--- src/rtl/multicycle_main_control.sv ---
// multicycle_main_control
// Moore-style main control FSM for the multicycle MIPS-subset CPU.
// Sequences the shared ALU, register file and unified memory across
// FETCH/DECODE/EXECUTE/MEM/WRITEBACK. A per-state memory wait counter
// turns a stuck memory into a HALT with the sticky illegal flag set.
// Optional feature macro: PERF_CNT_EN (instruction and busy-cycle counters).

module multicycle_main_control #(
    parameter int MEM_WAIT_MAX = 15
) (
    input  logic        clk,
    input  logic        rst_n,
    input  logic        run,
    input  logic [5:0]  opcode,
    input  logic        zero,
    input  logic        mem_ready,
    output logic        pc_write,
    output logic        iord,
    output logic        mem_read,
    output logic        mem_write,
    output logic        ir_write,
    output logic        reg_dst,
    output logic        reg_write,
    output logic        mem_to_reg,
    output logic        alu_src_a,
    output logic [1:0]  alu_src_b,
    output logic [2:0]  alu_op,
    output logic [1:0]  pc_source,
    output logic        ext_zero,
    output logic        busy,
    output logic        illegal,
    output logic [3:0]  state,
    output logic [31:0] instr_count,
    output logic [31:0] cycle_count
);

    typedef enum logic [3:0] {
        IDLE   = 4'd0,
        FETCH  = 4'd1,
        DECODE = 4'd2,
        MEMADR = 4'd3,
        MEMRD  = 4'd4,
        MEMWB  = 4'd5,
        MEMWR  = 4'd6,
        EXEC_R = 4'd7,
        RWB    = 4'd8,
        BRANCH = 4'd9,
        JUMP   = 4'd10,
        EXEC_I = 4'd11,
        IWB    = 4'd12,
        HALT   = 4'd13
    } state_t;

    localparam logic [5:0] OP_RTYPE = 6'b000000;
    localparam logic [5:0] OP_LW    = 6'b100011;
    localparam logic [5:0] OP_SW    = 6'b101011;
    localparam logic [5:0] OP_BEQ   = 6'b000100;
    localparam logic [5:0] OP_BNE   = 6'b000101;
    localparam logic [5:0] OP_J     = 6'b000010;
    localparam logic [5:0] OP_ADDI  = 6'b001000;
    localparam logic [5:0] OP_SLTI  = 6'b001010;
    localparam logic [5:0] OP_ANDI  = 6'b001100;
    localparam logic [5:0] OP_ORI   = 6'b001101;

    // Last wait count that is still tolerated; one more unready cycle is fatal.
    localparam logic [7:0] WAIT_LAST = 8'(MEM_WAIT_MAX - 1);

    state_t      state_q;
    state_t      next_state;
    state_t      after_term;
    logic [5:0]  op_q;
    logic [7:0]  wait_cnt;
    logic        mem_wait_state;
    logic        timeout;
    logic [2:0]  imm_alu_op;
    logic        imm_ext_zero;

    assign state          = state_q;
    assign busy           = (state_q != IDLE) && (state_q != HALT);
    assign mem_wait_state = (state_q == FETCH) || (state_q == MEMRD) || (state_q == MEMWR);
    assign timeout        = mem_wait_state && !mem_ready && (wait_cnt == WAIT_LAST);
    assign after_term     = run ? FETCH : IDLE;

    // I-type ALU function and immediate extension, shared by EXEC_I and IWB.
    always_comb begin
        imm_alu_op   = 3'b000;
        imm_ext_zero = 1'b0;
        case (op_q)
            OP_SLTI: imm_alu_op = 3'b110;
            OP_ANDI: begin
                imm_alu_op   = 3'b100;
                imm_ext_zero = 1'b1;
            end
            OP_ORI: begin
                imm_alu_op   = 3'b101;
                imm_ext_zero = 1'b1;
            end
            default: imm_alu_op = 3'b000;
        endcase
    end

    // Next-state selection and per-state control strobes.
    always_comb begin
        next_state = state_q;
        pc_write   = 1'b0;
        iord       = 1'b0;
        mem_read   = 1'b0;
        mem_write  = 1'b0;
        ir_write   = 1'b0;
        reg_dst    = 1'b0;
        reg_write  = 1'b0;
        mem_to_reg = 1'b0;
        alu_src_a  = 1'b0;
        alu_src_b  = 2'b00;
        alu_op     = 3'b000;
        pc_source  = 2'b00;
        ext_zero   = 1'b0;
        case (state_q)
            IDLE: begin
                if (run) next_state = FETCH;
            end
            FETCH: begin
                mem_read  = 1'b1;
                alu_src_b = 2'b01;
                ir_write  = mem_ready;
                pc_write  = mem_ready;
                if (mem_ready)    next_state = DECODE;
                else if (timeout) next_state = HALT;
            end
            DECODE: begin
                alu_src_b = 2'b11;
                case (opcode)
                    OP_RTYPE:                          next_state = EXEC_R;
                    OP_LW, OP_SW:                      next_state = MEMADR;
                    OP_BEQ, OP_BNE:                    next_state = BRANCH;
                    OP_J:                              next_state = JUMP;
                    OP_ADDI, OP_SLTI, OP_ANDI, OP_ORI: next_state = EXEC_I;
                    default:                           next_state = HALT;
                endcase
            end
            MEMADR: begin
                alu_src_a  = 1'b1;
                alu_src_b  = 2'b10;
                next_state = (op_q == OP_LW) ? MEMRD : MEMWR;
            end
            MEMRD: begin
                mem_read = 1'b1;
                iord     = 1'b1;
                if (mem_ready)    next_state = MEMWB;
                else if (timeout) next_state = HALT;
            end
            MEMWB: begin
                reg_write  = 1'b1;
                mem_to_reg = 1'b1;
                next_state = after_term;
            end
            MEMWR: begin
                iord      = 1'b1;
                mem_write = !timeout;
                if (mem_ready)    next_state = after_term;
                else if (timeout) next_state = HALT;
            end
            EXEC_R: begin
                alu_src_a  = 1'b1;
                alu_op     = 3'b010;
                next_state = RWB;
            end
            RWB: begin
                reg_write  = 1'b1;
                reg_dst    = 1'b1;
                next_state = after_term;
            end
            BRANCH: begin
                alu_src_a  = 1'b1;
                alu_op     = 3'b001;
                pc_source  = 2'b01;
                pc_write   = ((op_q == OP_BEQ) && zero) || ((op_q == OP_BNE) && !zero);
                next_state = after_term;
            end
            JUMP: begin
                pc_source  = 2'b10;
                pc_write   = 1'b1;
                next_state = after_term;
            end
            EXEC_I: begin
                alu_src_a  = 1'b1;
                alu_src_b  = 2'b10;
                alu_op     = imm_alu_op;
                ext_zero   = imm_ext_zero;
                next_state = IWB;
            end
            IWB: begin
                alu_src_a  = 1'b1;
                alu_src_b  = 2'b10;
                alu_op     = imm_alu_op;
                ext_zero   = imm_ext_zero;
                reg_write  = 1'b1;
                next_state = after_term;
            end
            HALT: begin
                next_state = HALT;
            end
            default: begin
                next_state = IDLE;
            end
        endcase
    end

    // State register, opcode latch, memory wait counter and sticky error flag.
    always_ff @(posedge clk or negedge rst_n) begin
        if (!rst_n) begin
            state_q  <= IDLE;
            op_q     <= 6'd0;
            wait_cnt <= 8'd0;
            illegal  <= 1'b0;
        end else begin
            state_q <= next_state;
            if (state_q == DECODE) op_q <= opcode;
            if (mem_wait_state && (next_state == state_q)) wait_cnt <= wait_cnt + 8'd1;
            else                                           wait_cnt <= 8'd0;
            if ((next_state == HALT) && (state_q != HALT)) illegal <= 1'b1;
        end
    end

`ifdef PERF_CNT_EN
    logic term_exit;

    assign term_exit = ((state_q == MEMWB) || (state_q == MEMWR) || (state_q == RWB) ||
                        (state_q == BRANCH) || (state_q == JUMP) || (state_q == IWB)) &&
                       ((next_state == FETCH) || (next_state == IDLE));

    // Free-running, wrapping counters of retired instructions and busy cycles.
    always_ff @(posedge clk or negedge rst_n) begin
        if (!rst_n) begin
            instr_count <= 32'd0;
            cycle_count <= 32'd0;
        end else begin
            if (term_exit) instr_count <= instr_count + 32'd1;
            if (busy)      cycle_count <= cycle_count + 32'd1;
        end
    end
`else
    assign instr_count = 32'd0;
    assign cycle_count = 32'd0;
`endif

endmodule

--- config.mk ---
export PLATFORM = sky130hd
export DESIGN_NAME = multicycle_main_control
export DESIGN_NICKNAME = d
export VERILOG_FILES = /design/src/rtl/multicycle_main_control.sv
export SDC_FILE = /design/constraint.sdc
export NUM_CORES = 1
export LEC_CHECK = 0
export CAP_MARGIN = 5
export CORE_ASPECT_RATIO = 0.6
export CORE_MARGIN = 8
export CORE_UTILIZATION = 43
export DETAILED_ROUTE_END_ITERATION = 8
export PLACE_DENSITY = 0.92
export SLEW_MARGIN = 20
export SYNTH_ARGS = -nofsm -noshare
export SYNTH_HDL_FRONTEND = slang
export SYNTH_SLANG_ARGS = --single-unit
--- constraint.sdc ---
create_clock -name clk -period 4.3 [get_ports clk]
set_input_delay 0.43 -clock clk [delete_from_list [all_inputs] [get_ports clk]]
set_output_delay 0.43 -clock clk [all_outputs]
set_load 0.02 [all_outputs]
==> results of run 1 <==
[area by class of cell]
cell class / instances / share of cell area (%)
Inverter: 3 / 0.5528
Tap cell: 60 / 3.686
Sequential cell: 19 / 23.34
Timing Repair Buffer: 33 / 16.22
Clock buffer: 4 / 2.211
Multi-Input combinational cell: 195 / 53.99
[worst max-delay path: cells and delay by family (launching register included)]
kind                   cells  cell delay (ns)
buffers and inverters      1             0.61
AO/OA/AOI/OAI              2             0.36
AND/OR/NAND/NOR            2             0.57
flip-flops                 1             0.72
[state kept, by name (all words and copies together), names as in the netlist]
| register | cells |
|---|---|
| op_q | 6 |
| state | 4 |
| wait_cnt | 8 |
| illegal | 1 |
[stage by stage]
stage	worst slack, ns	area (um2)	total power, uW
after floorplan	2.071	2116	832.4
after global placement	1.699	1992	1009
after detailed placement	1.614	1992	1021
after CTS	1.330	2037	1147
after global routing	1.144	2037	1227
final	1.360	2037	1140
[where the power goes]
group	leakage, uW	total (uW)	internal [uW]	switching, uW
clock network	0.0000228	121	65.8	55.5
registers	0.000244	366	235	131
logic	0.000603	653	300	354
[cell families (layout without fill, tap and decap cells)]
logic type      count (synthesis)  after routing  share of synthesized area (%)
other cells                     1             64                         0.1995
flops                          19             19                          25.30
simple gates                   81             81                          24.90
xor+xnor                        7              7                          3.262
mux                             7              7                          4.128
fa+ha+maj                       2              2                          1.331
buf+inv                        77             40                          28.76
compound gates                 34             34                          12.12
[per-layer routing]
metal / part of all wire, % / wire length [um] / global-route usage, %
met5: 0 / 0 / 0
met4: 0.53 / 22 / 2.947
met3: 8.5 / 355 / 2.974
met2: 49 / 2035 / 20.15
met1: 42 / 1767 / 14.58
[Yosys cell counts, drive strengths merged (3+ instances only)]
library cell | instances | share of area [%]
buf | 68 | 27
nor2 | 21 | 4.2
dfrtp | 19 | 25
nand2 | 11 | 2.2
nand2b | 11 | 3.7
o21ai | 11 | 2.9
clkbuf | 6 | 1.2
mux2 | 6 | 3.6
nor4 | 6 | 3.1
a21oi | 5 | 1.3
or3 | 5 | 1.7
xor2 | 5 | 2.3
nor3 | 4 | 1.1
a211oi | 3 | 1.2
inv | 3 | 0.60
nand3 | 3 | 0.80
nor3b | 3 | 1.2
o21a | 3 | 1.2
[worst paths after layout]
kind	from	end	slack, ns
worst min-delay path	illegal$_DFFE_PN0P_	illegal$_DFFE_PN0P_	0.48
max in group asynchronous	rst_n	wait_cnt[1]$_DFF_PN0_	3.15
worst max register to register	state[1]$_DFF_PN0_	illegal$_DFFE_PN0P_	1.86
min in group asynchronous	rst_n	wait_cnt[5]$_DFF_PN0_	0.65
worst max-delay path	state[2]$_DFF_PN0_	alu_op[0]	1.36
worst min register to register	illegal$_DFFE_PN0P_	illegal$_DFFE_PN0P_	0.48
[layout by cell type (no fill, tap or decap), drive strengths merged, types with 4 or more instances in the layout]
cell type      synthesis  routed
clkdlybuf4s50          0      33
nor3                   4       4
nor2                  21      21
a21oi                  5       5
dfrtp                 19      19
nand2b                11      11
conb                   1      64
clkbuf                 6       4
nor4                   6       6
o21ai                 11      11
nand2                 11      11
or3                    5       5
mux2                   6       6
xor2                   5       5
==> flow_summary_export.csv, run 1 <==
group,metric,value,unit
run_status,outcome,"finished clean",
global_route,grt-ovfl-total,0,
clock_network,cts_hold_buf,0,
cells_and_area,area_occupied_by_multi_input_gates,1100,um2
sta,skew,0.001369,ns
clock_network,clock_h_tree_levels,1,
floorplan,floorplan.die.width,101.3,um
route,first_iter_violations,86,
placement,place_hpwl,3464,um
yosys,dominantRegCellSynth,"sky130_fd_sc_hd__dfrtp_1",
global_route,antenna_found_initial,0,
yosys,post_synth_inst_count,228,
yosys,synthesis.area,1879,um2
hold_path,holdCritPathClass,"reg -> reg",
critical_path,cp_launch_type,"register",
critical_path,critical_path_cell_list,"nor3b_1, o2111ai_1, nor2_1, a21o_1, clkdlybuf4s50_1",
route,post_drt_wl_per_cell,13.32,um
clock_network,numClockSinks,19,
sta,maxSlewHeadroom,45.32,%
cells_and_area,final-instance-count-excl-fill,314,
clock_network,cts_made_buffers,3,
yosys,yosysSeqAreaShare,25.30,%
global_route,grt_pass1_wl,6548,um
sta,timing_hold_violations_final,0,
pwr,vdd_drop_max,218.5,uV
floorplan,placementRows,18,
route,dr.pass1.iters,6,
critical_path,cp_slowest_cell,"sky130_fd_sc_hd__dfrtp_1",
sta,report.final.setup_viol,0,
placement,port_buffers,33,
critical_path,worst-endpoint-arrival,2.51,ns
route,drt_wl_total,4181,um
sta,fmax,0.3401,GHz
pwr,power_density,559.7,nW/um2
yosys,synthDistinctLibCells,48,
sta,grt_setup_unrepaired,"false",
clock_network,worstSkewPairLatency,0.25,ns
route,via_density_per_instance,4.643,
floorplan,io_pins,98,
floorplan,chipHeight,67.21,um
route,drt.antenna.violating_nets,0,
critical_path,worstRegToRegCells,5,
clock_network,tritoncts,"done",
yosys,ys_ff_latch,19,
cells_and_area,layout-drive-gt1-share,5.118,%
clock_network,cts_resized,0,
clock_network,cts_buffer_depth,2,
global_route,maximum_number_of_pins_on_one_net_before_global_route_repair,25,
placement,place_congestion,0.8625,
cells_and_area,n_antenna_cell,0,
critical_path,crit_path_category,"reg -> out",
global_route,first_global_vias,1308,
floorplan,dieArea,6811,um2
sta,worst_slew_pin_slew,0.8177,ns
global_route,grt_usage,11.74,%
sta,hold_slack,0.4751,ns
route,route.vias.total,1458,
critical_path,critical_path.endpoint_type,"output pin",
critical_path,largest_stage_delay_on_the_critical_path,0.72,ns
yosys,number_of_enable_type_register_cells_in_the_synthesized_netlist,0,
cells_and_area,sequential_cell_area,475.5,um2
flow_run,max_cap_violations,0,
critical_path,worst-path-max-fanout,22,
hold_path,hold_path_depth,1,
cells_and_area,num-nets-final,268,
yosys,yosys_warnings,0,
route,drc,0,
sta,report.final.slew_viol_count,0,
yosys,synth-async-reset-ratio,100.0,%
critical_path,worst-endpoint-required,3.87,ns
floorplan,floorplan.core_area,4144,um2
clock_network,clockRootBuffer,"sky130_fd_sc_hd__clkbuf_8",
clock_network,path_clk_slew,0.07,ns
cells_and_area,syn_to_final_growth,8.389,%
placement,placed_cells,310,
sta,min_period_over_period,68.38,%
clock_network,cts_setup_buffers,0,
sta,finalSetupTns,0,ns
cells_and_area,layout.core_utilization,49.15,%
pwr,p_leak,0.0008701,uW
sta,timing.final.crit_period,2.940,ns
yosys,synthesis.area_per_instance,8.243,um2
cells_and_area,fill_cells,415,
floorplan,floorplan.initialDensity,45.35,%
Power figures use the tool's default switching activity.
==> inputs of run 2 (changes only) <==
- CORE_UTILIZATION: 43 -> 40
- PLACE_DENSITY: 0.92 -> 0.87
- clock period: 4.3 -> 2.9 ns (I/O delays scaled with it)
==> run 2 against run 1 <==
Sequential cell count stayed put; critical path depth stayed put; sequential share of layout area is 0.30 points lower; register-to-register slack worse by 1.3 ns; combinational power is 58% higher; worst setup slack worse by 1.1 ns; total power is 51% higher; routed wire length is 0.33% lower; non-clock buffer count is 3 higher; via count is 0.62% higher; hold slack better by 0.0041 ns; clock-buffer cell count stayed put; critical endpoint unchanged; largest cell class unchanged; largest power group unchanged.
==> flow_summary_export.csv, run 2 (synthesis gave the netlist of run 1 again) <==
group,metric,value,unit
clock_network,cts_made_buffers,3,
route,drc,0,
cells_and_area,max_reg_flops,8,
cells_and_area,layout.cells.most_common,"sky130_fd_sc_hd__conb_1",
clock_network,cts_setup_buffers,0,
critical_path,rrSetupSlack,0.53,ns
floorplan,placementRows,19,
route,drt_wl_total,4167,um
placement,place_area,2018,um2
route,post_drt_wl_per_cell,13.02,um
sta,fmax,0.3774,GHz
cells_and_area,commonest_cells_after_routing_fill_and_taps_aside,"64 x sky130_fd_sc_hd__conb_1, 33 x sky130_fd_sc_hd__clkdlybuf4s50_1, 21 x sky130_fd_sc_hd__nor2_1",
critical_path,critical_path.reg2reg.startpoint,"state[3]$_DFF_PN0_",
floorplan,io_pins,98,
pwr,p_leak,0.0008853,uW
pwr,power.switching,810.5,uW
clock_network,path_clk_slew,0.07,ns
clock_network,numClockSinks,19,
clock_network,cts_hold_buf,0,
cells_and_area,syn_to_final_growth,9.787,%
sta,maxSlewHeadroom,42.58,%
global_route,grt_usage,11.35,%
clock_network,tritoncts,"done",
pwr,power_density,834.5,nW/um2
pwr,seqPwrFrac,29.5,%
sta,worst_slew_pin_slew,0.8586,ns
floorplan,chipHeight,69.10,um
cells_and_area,fill_cells,449,
sta,timing.final.crit_period,2.649,ns
critical_path,worst-endpoint-required,2.61,ns
run_status,outcome,"finished clean",
pwr,internal_power,911.2,uW
route,via_density_per_instance,4.584,
critical_path,worst-path-max-fanout,15,
hold_path,hp-start,"illegal$_DFFE_PN0P_",
hold_path,holdCritPathClass,"reg -> reg",
global_route,grt-ovfl-total,0,
sta,min_period_over_period,91.36,%
floorplan,floorplan.core_area,4541,um2
critical_path,cp_launch_type,"register",
route,route.vias.total,1467,
hold_path,holdPathEnd,"illegal$_DFFE_PN0P_",
cells_and_area,final-instance-count-excl-fill,320,
sta,grt_setup_unrepaired,"false",
cells_and_area,n_antenna_cell,0,
critical_path,r2r_end,"illegal$_DFFE_PN0P_",
critical_path,critical_path.endpoint_type,"output pin",
critical_path,timing.critical_path.from,"state[2]$_DFF_PN0_",
floorplan,floorplan.die.width,104.5,um
route,drt.antenna.violating_nets,0,
cells_and_area,register_name_with_the_most_flops,"wait_cnt",
clock_network,cts_resized,0,
route,first_iter_violations,180,
sta,timing_hold_violations_final,0,
cells_and_area,num-nets-final,271,
global_route,antenna_found_initial,0,
global_route,first_global_vias,1384,
clock_network,clock_h_tree_levels,1,
critical_path,worstRegToRegCells,5,
global_route,grt_pass1_wl,6969,um
floorplan,floorplan.initialDensity,41.39,%
placement,place_hpwl,3427,um
flow_run,max_cap_violations,0,
global_route,maximum_number_of_pins_on_one_net_before_global_route_repair,24,
clock_network,clockRootBuffer,"sky130_fd_sc_hd__clkbuf_8",
clock_network,worstSkewPairLatency,0.26,ns
pwr,vdd_drop_max,382.4,uV
sta,finalSetupTns,0,ns
critical_path,worst-endpoint-arrival,2.36,ns
critical_path,crit_path_category,"reg -> out",
hold_path,hold_path_depth,1,
sta,report.final.setup_viol,0,
pwr,clkPwrFrac,10.8,%
sta,report.final.slew_viol_count,0,
cells_and_area,sequential_cell_area,475.5,um2
cells_and_area,area_occupied_by_multi_input_gates,1100,um2
route,dr.pass1.iters,4,
placement,place_congestion,0.8330,
sta,skew,0.002972,ns
placement,port_buffers,33,
cells_and_area,final_design_area_no_fill,2063,um2
pwr,switching_share,47.08,%
cells_and_area,layout-drive-gt1-share,6.226,%
sta,hold_slack,0.4792,ns
placement,placed_cells,316,
clock_network,cts_buffer_depth,2,
pwr,comb_power_share,59.7,%
floorplan,dieArea,7220,um2
## run 2: cell types whose count changed in the layout (fill, tap and decap cells not counted)
| cell | previous run | this run |
|---|---|---|
| sky130_fd_sc_hd__buf_4 | 0 | 3 |
## run 2: per-stage QoR
step / utilization [%] / power (uW) / worst slack [ns]
6_report: 45.44 / 1722 / 0.2506
3_3_place_gp: 44.45 / 1523 / 0.5750
3_5_place_dp: 44.45 / 1539 / 0.5296
2_1_floorplan: - / 1234 / 0.8108
5_1_grt: 45.44 / 1850 / 0.08252
4_1_cts: 45.44 / 1727 / 0.2534
## run 2: area by class of cell
class                   instances  share of cell area [%]
clock buffers                   4                   2.183
inverters                       3                  0.5458
multi-input cells             195                   53.30
flip-flops and latches         19                   23.04
well taps                      63                   3.820
repair buffers                 36                   17.10
## run 2: critical path: stages, from the launching register on
cell,delay (ns)
sky130_fd_sc_hd__dfrtp_1,0.57
sky130_fd_sc_hd__nor3b_1,0.39
sky130_fd_sc_hd__o2111ai_1,0.21
sky130_fd_sc_hd__nor2_1,0.18
sky130_fd_sc_hd__a21o_1,0.15
sky130_fd_sc_hd__clkdlybuf4s50_1,0.61
## run 2: power groups by stage
stage / logic (uW) / clock network, uW / registers [uW]
2_1_floorplan: 776 / 0 / 458
3_3_place_gp: 1020 / 0 / 502
3_5_place_dp: 1030 / 0 / 509
4_1_cts: 1030 / 191 / 502
5_1_grt: 1120 / 205 / 528
6_report: 1030 / 186 / 507
## run 2: per-layer routing
layer | wire [um] | up-vias | GRT usage (%)
li1 | - | 721 | -
met1 | 1818 | 686 | 14.25
met2 | 1995 | 54 | 17.95
met3 | 298 | 6 | 3.803
met4 | 55 | 0 | 3.349
met5 | 0 | - | 0
## run 2: worst max path at each step
stage,endpoint,cells past startpoint
2_1_floorplan,alu_op[0],5
3_3_place_gp,alu_op[1],4
3_5_place_dp,alu_op[1],4
4_1_cts,alu_op[1],4
5_1_grt,alu_op[1],4
6_report,alu_op[0],5
==> inputs of run 3 (changes only) <==
- ABC_AREA: default -> 1
- CAP_MARGIN: 5 -> default
==> run 3 against run 2 <==
Clock skew grew 0.0081 ns; non-clock buffer count shrank 2; final area grew 1.6%; critical path depth grew 3; register-to-register slack gained 0.59 ns; via count grew 7.2%; core utilization grew 0.72 points; clock-buffer cell count shrank 1; total power grew 4.3%; largest cell class unchanged.
==> flow_summary_export.csv, run 3 <==
group,metric,value,unit
critical_path,cp_launch_type,"register",
route,route.vias.total,1572,
yosys,synth_top_family_by_area,"simple AND/OR/NAND/NOR gates",
cells_and_area,syn_to_final_growth,11.44,%
pwr,power_density,856.8,nW/um2
clock_network,cts_resized,0,
sta,fmax,0.3691,GHz
placement,place_congestion,0.9525,
hold_path,hp-start,"illegal$_DFFE_PN0P_",
yosys,number_of_enable_type_register_cells_in_the_synthesized_netlist,0,
route,drt_wl_total,4487,um
critical_path,cp_slowest_cell,"sky130_fd_sc_hd__clkdlybuf4s50_1",
clock_network,cts_setup_buffers,0,
run_status,outcome,"finished clean",
global_route,first_global_vias,1468,
clock_network,cts_buffer_depth,2,
clock_network,worstSkewPairLatency,0.26,ns
floorplan,floorplan.initialDensity,41.42,%
cells_and_area,layout-drive-gt1-share,10.86,%
sta,report.final.setup_viol,0,
route,dr.pass1.iters,5,
global_route,antenna_found_initial,0,
sta,skew,0.01103,ns
yosys,synth_compound_area_share,4.258,%
critical_path,worstRegToRegCells,11,
yosys,synthDistinctLibCells,31,
placement,place_hpwl,3851,um
global_route,grt_pass1_wl,7445,um
yosys,post_synth_fa_ha_maj_area_fraction,1.331,%
critical_path,worst-endpoint-arrival,2.42,ns
clock_network,tritoncts,"done",
yosys,synthMostInstantiatedCell,"sky130_fd_sc_hd__buf_4",
yosys,synth-async-reset-ratio,100.0,%
clock_network,numClockSinks,19,
clock_network,cts_made_buffers,3,
yosys,synthesis.area,1881,um2
yosys,muxShareOfSynthArea,0,%
cells_and_area,commonest_cells_after_routing_fill_and_taps_aside,"64 x sky130_fd_sc_hd__conb_1, 57 x sky130_fd_sc_hd__nand2_1, 37 x sky130_fd_sc_hd__nor2_1",
floorplan,chipHeight,69.11,um
yosys,yosys_warnings,0,
clock_network,path_clk_slew,0.08,ns
pwr,power.total,1796,uW
critical_path,cp.buffers_inverters,2,
cells_and_area,fill_cells,464,
flow_run,max_cap_violations,0,
critical_path,critical_path.endpoint_type,"output pin",
yosys,yosysSeqAreaShare,25.28,%
critical_path,crit_path_category,"reg -> out",
floorplan,dieArea,7223,um2
cells_and_area,n_antenna_cell,0,
global_route,maximum_number_of_pins_on_one_net_before_global_route_repair,20,
clock_network,clockRootBuffer,"sky130_fd_sc_hd__clkbuf_8",
pwr,p_leak,0.001088,uW
pwr,vdd_drop_max,255.5,uV
yosys,synth_xor_area_share,2.329,%
floorplan,io_pins,98,
yosys,dominantRegCellSynth,"sky130_fd_sc_hd__dfrtp_1",
route,drc,0,
cells_and_area,max_reg_flops,8,
yosys,synth_top_area_cell,"sky130_fd_sc_hd__buf_4",
route,drt.antenna.violating_nets,0,
sta,worst_slew_pin_slew,0.8570,ns
sta,grt_setup_unrepaired,"false",
yosys,ys_ff_latch,19,
critical_path,critical_path_cell_list,"nand2_1, nor2_1, nand2_1, clkinv_1, nor2_1, or4_1, o21ai_1, clkdlybuf4s50_1",
floorplan,placementRows,19,
clock_network,clock_h_tree_levels,1,
yosys,most_common_library_cells_after_synthesis,"64 x sky130_fd_sc_hd__buf_4, 57 x sky130_fd_sc_hd__nand2_1, 37 x sky130_fd_sc_hd__nor2_1",
yosys,synthSimpleGateAreaFrac,34.60,%
route,post_drt_wl_per_cell,11.93,um
cells_and_area,layout.cells.most_common,"sky130_fd_sc_hd__conb_1",
clock_network,cts_hold_buf,0,
critical_path,critical_path.reg2reg.startpoint,"state[3]$_DFF_PN0_",
critical_path,worst-endpoint-required,2.61,ns
sta,timing.final.crit_period,2.709,ns
yosys,synthesis.area_per_instance,6.789,um2
critical_path,path_delay_family,"simple AND/OR/NAND/NOR gates",
floorplan,floorplan.die.width,104.5,um
critical_path,largest_stage_delay_on_the_critical_path,0.62,ns
critical_path,rrSetupSlack,1.12,ns
sta,report.final.slew_viol_count,0,
floorplan,floorplan.core_area,4541,um2
critical_path,worst-path-max-fanout,7,
sta,maxSlewHeadroom,42.69,%
global_route,grt-ovfl-total,0,
cells_and_area,num-nets-final,327,
global_route,grt_usage,12.11,%
critical_path,r2r_end,"wait_cnt[5]$_DFF_PN0_",
sta,timing_hold_violations_final,0,
sta,finalSetupTns,0,ns
yosys,post_synth_inst_count,277,
hold_path,holdCritPathClass,"reg -> reg",
yosys,synth_top_area_share,25.55,%
yosys,synth.top_cells.by_area,"sky130_fd_sc_hd__buf_4 26%, sky130_fd_sc_hd__dfrtp_1 25%, sky130_fd_sc_hd__nand2_1 11%",
sta,min_period_over_period,93.42,%
cells_and_area,register_name_with_the_most_flops,"wait_cnt",
hold_path,holdPathEnd,"illegal$_DFFE_PN0P_",
route,via_density_per_instance,4.181,
placement,port_buffers,33,
hold_path,hold_path_depth,2,
route,first_iter_violations,92,
[run 3: cell count changes in the layout (fill, tap and decap cells not counted), sizes merged, moves of 5 or more]
cell    previous run  this run
nor2              21        51
nand2b            11         0
nor4               6         0
nand2             11        64
mux2               6         0
nand3              3        14
or3                5         0
inv                3        30
[run 3: layer usage]
layer  global-route usage [%]  routed length (um)  up-vias
li1                         -                   -      795
met1                    14.42                1912      701
met2                    19.07                2033       71
met3                    4.824                 472        5
met4                    4.785                  69        0
met5                        0                   0        -
[run 3: worst max-delay path by stage]
| stage | start | end | slack, ns | cells past startpoint |
|---|---|---|---|---|
| 3_3_place_gp | state[0]$_DFF_PN0_ | alu_op[2] | 0.59 | 8 |
| 3_5_place_dp | state[0]$_DFF_PN0_ | alu_op[2] | 0.48 | 8 |
| 5_1_grt | state[1]$_DFF_PN0_ | alu_op[2] | 0.01 | 8 |
| 2_1_floorplan | state[0]$_DFF_PN0_ | alu_op[2] | 0.97 | 7 |
| 4_1_cts | state[0]$_DFF_PN0_ | alu_op[2] | 0.18 | 8 |
| 6_report | state[1]$_DFF_PN0_ | alu_op[2] | 0.19 | 8 |
[run 3: where the power goes]
part           leakage, uW  switching, uW  internal [uW]
registers         0.000245            100            339
clock network    0.0000255           89.9           95.6
logic             0.000818            753            418
[run 3: worst register-to-register path, stage by stage (launching register included)]
cell                      delay, ns
sky130_fd_sc_hd__dfrtp_1       0.50
sky130_fd_sc_hd__inv_2         0.10
sky130_fd_sc_hd__nand2_1       0.13
sky130_fd_sc_hd__nor2_1        0.06
sky130_fd_sc_hd__buf_4         0.17
sky130_fd_sc_hd__nand2_1       0.10
sky130_fd_sc_hd__nand3_1       0.14
sky130_fd_sc_hd__nand2_1       0.10
sky130_fd_sc_hd__nand2_1       0.06
sky130_fd_sc_hd__nor2_2        0.14
sky130_fd_sc_hd__nand2_4       0.12
sky130_fd_sc_hd__nor2_2        0.10
[run 3: cells by family after synthesis]
family | after synthesis
buffers and inverters | 96
adders and majority gates | 2
DFF | 19
xor gates and xnor gates | 5
AOI/OAI and AO/OA | 14
and+or+nand+nor | 140
other | 1
[run 3: area by class of cell]
cell class                      count  area, um2  share of cell area, %
Clock buffer                        3      41.29                  1.970
Clock inverter                      1      5.005                 0.2388
Inverter                           31      116.4                  5.552
Multi-Input combinational cell    225       1040                  49.61
Sequential cell                    19      476.7                  22.75
Tap cell                           63      78.83                  3.761
Timing Repair Buffer               34      337.8                  16.12
[run 3: stage by stage]
| step | hold slack [ns] | cells | util [%] | cell area [um2] | worst slack (ns) |
|---|---|---|---|---|---|
| after CTS | 0.5000 | 376 | 46.13 | 2095 | 0.1773 |
| after detailed placement | 0.4694 | 372 | 45.11 | 2048 | 0.4762 |
| after global routing | 0.5085 | 376 | 46.16 | 2096 | 0.01030 |
| after global placement | 0.4479 | 372 | 45.11 | 2048 | 0.5884 |
| final | 0.4910 | 376 | 46.16 | 2096 | 0.1908 |
| after floorplan | -0.005591 | 340 | - | 2117 | 0.9656 |
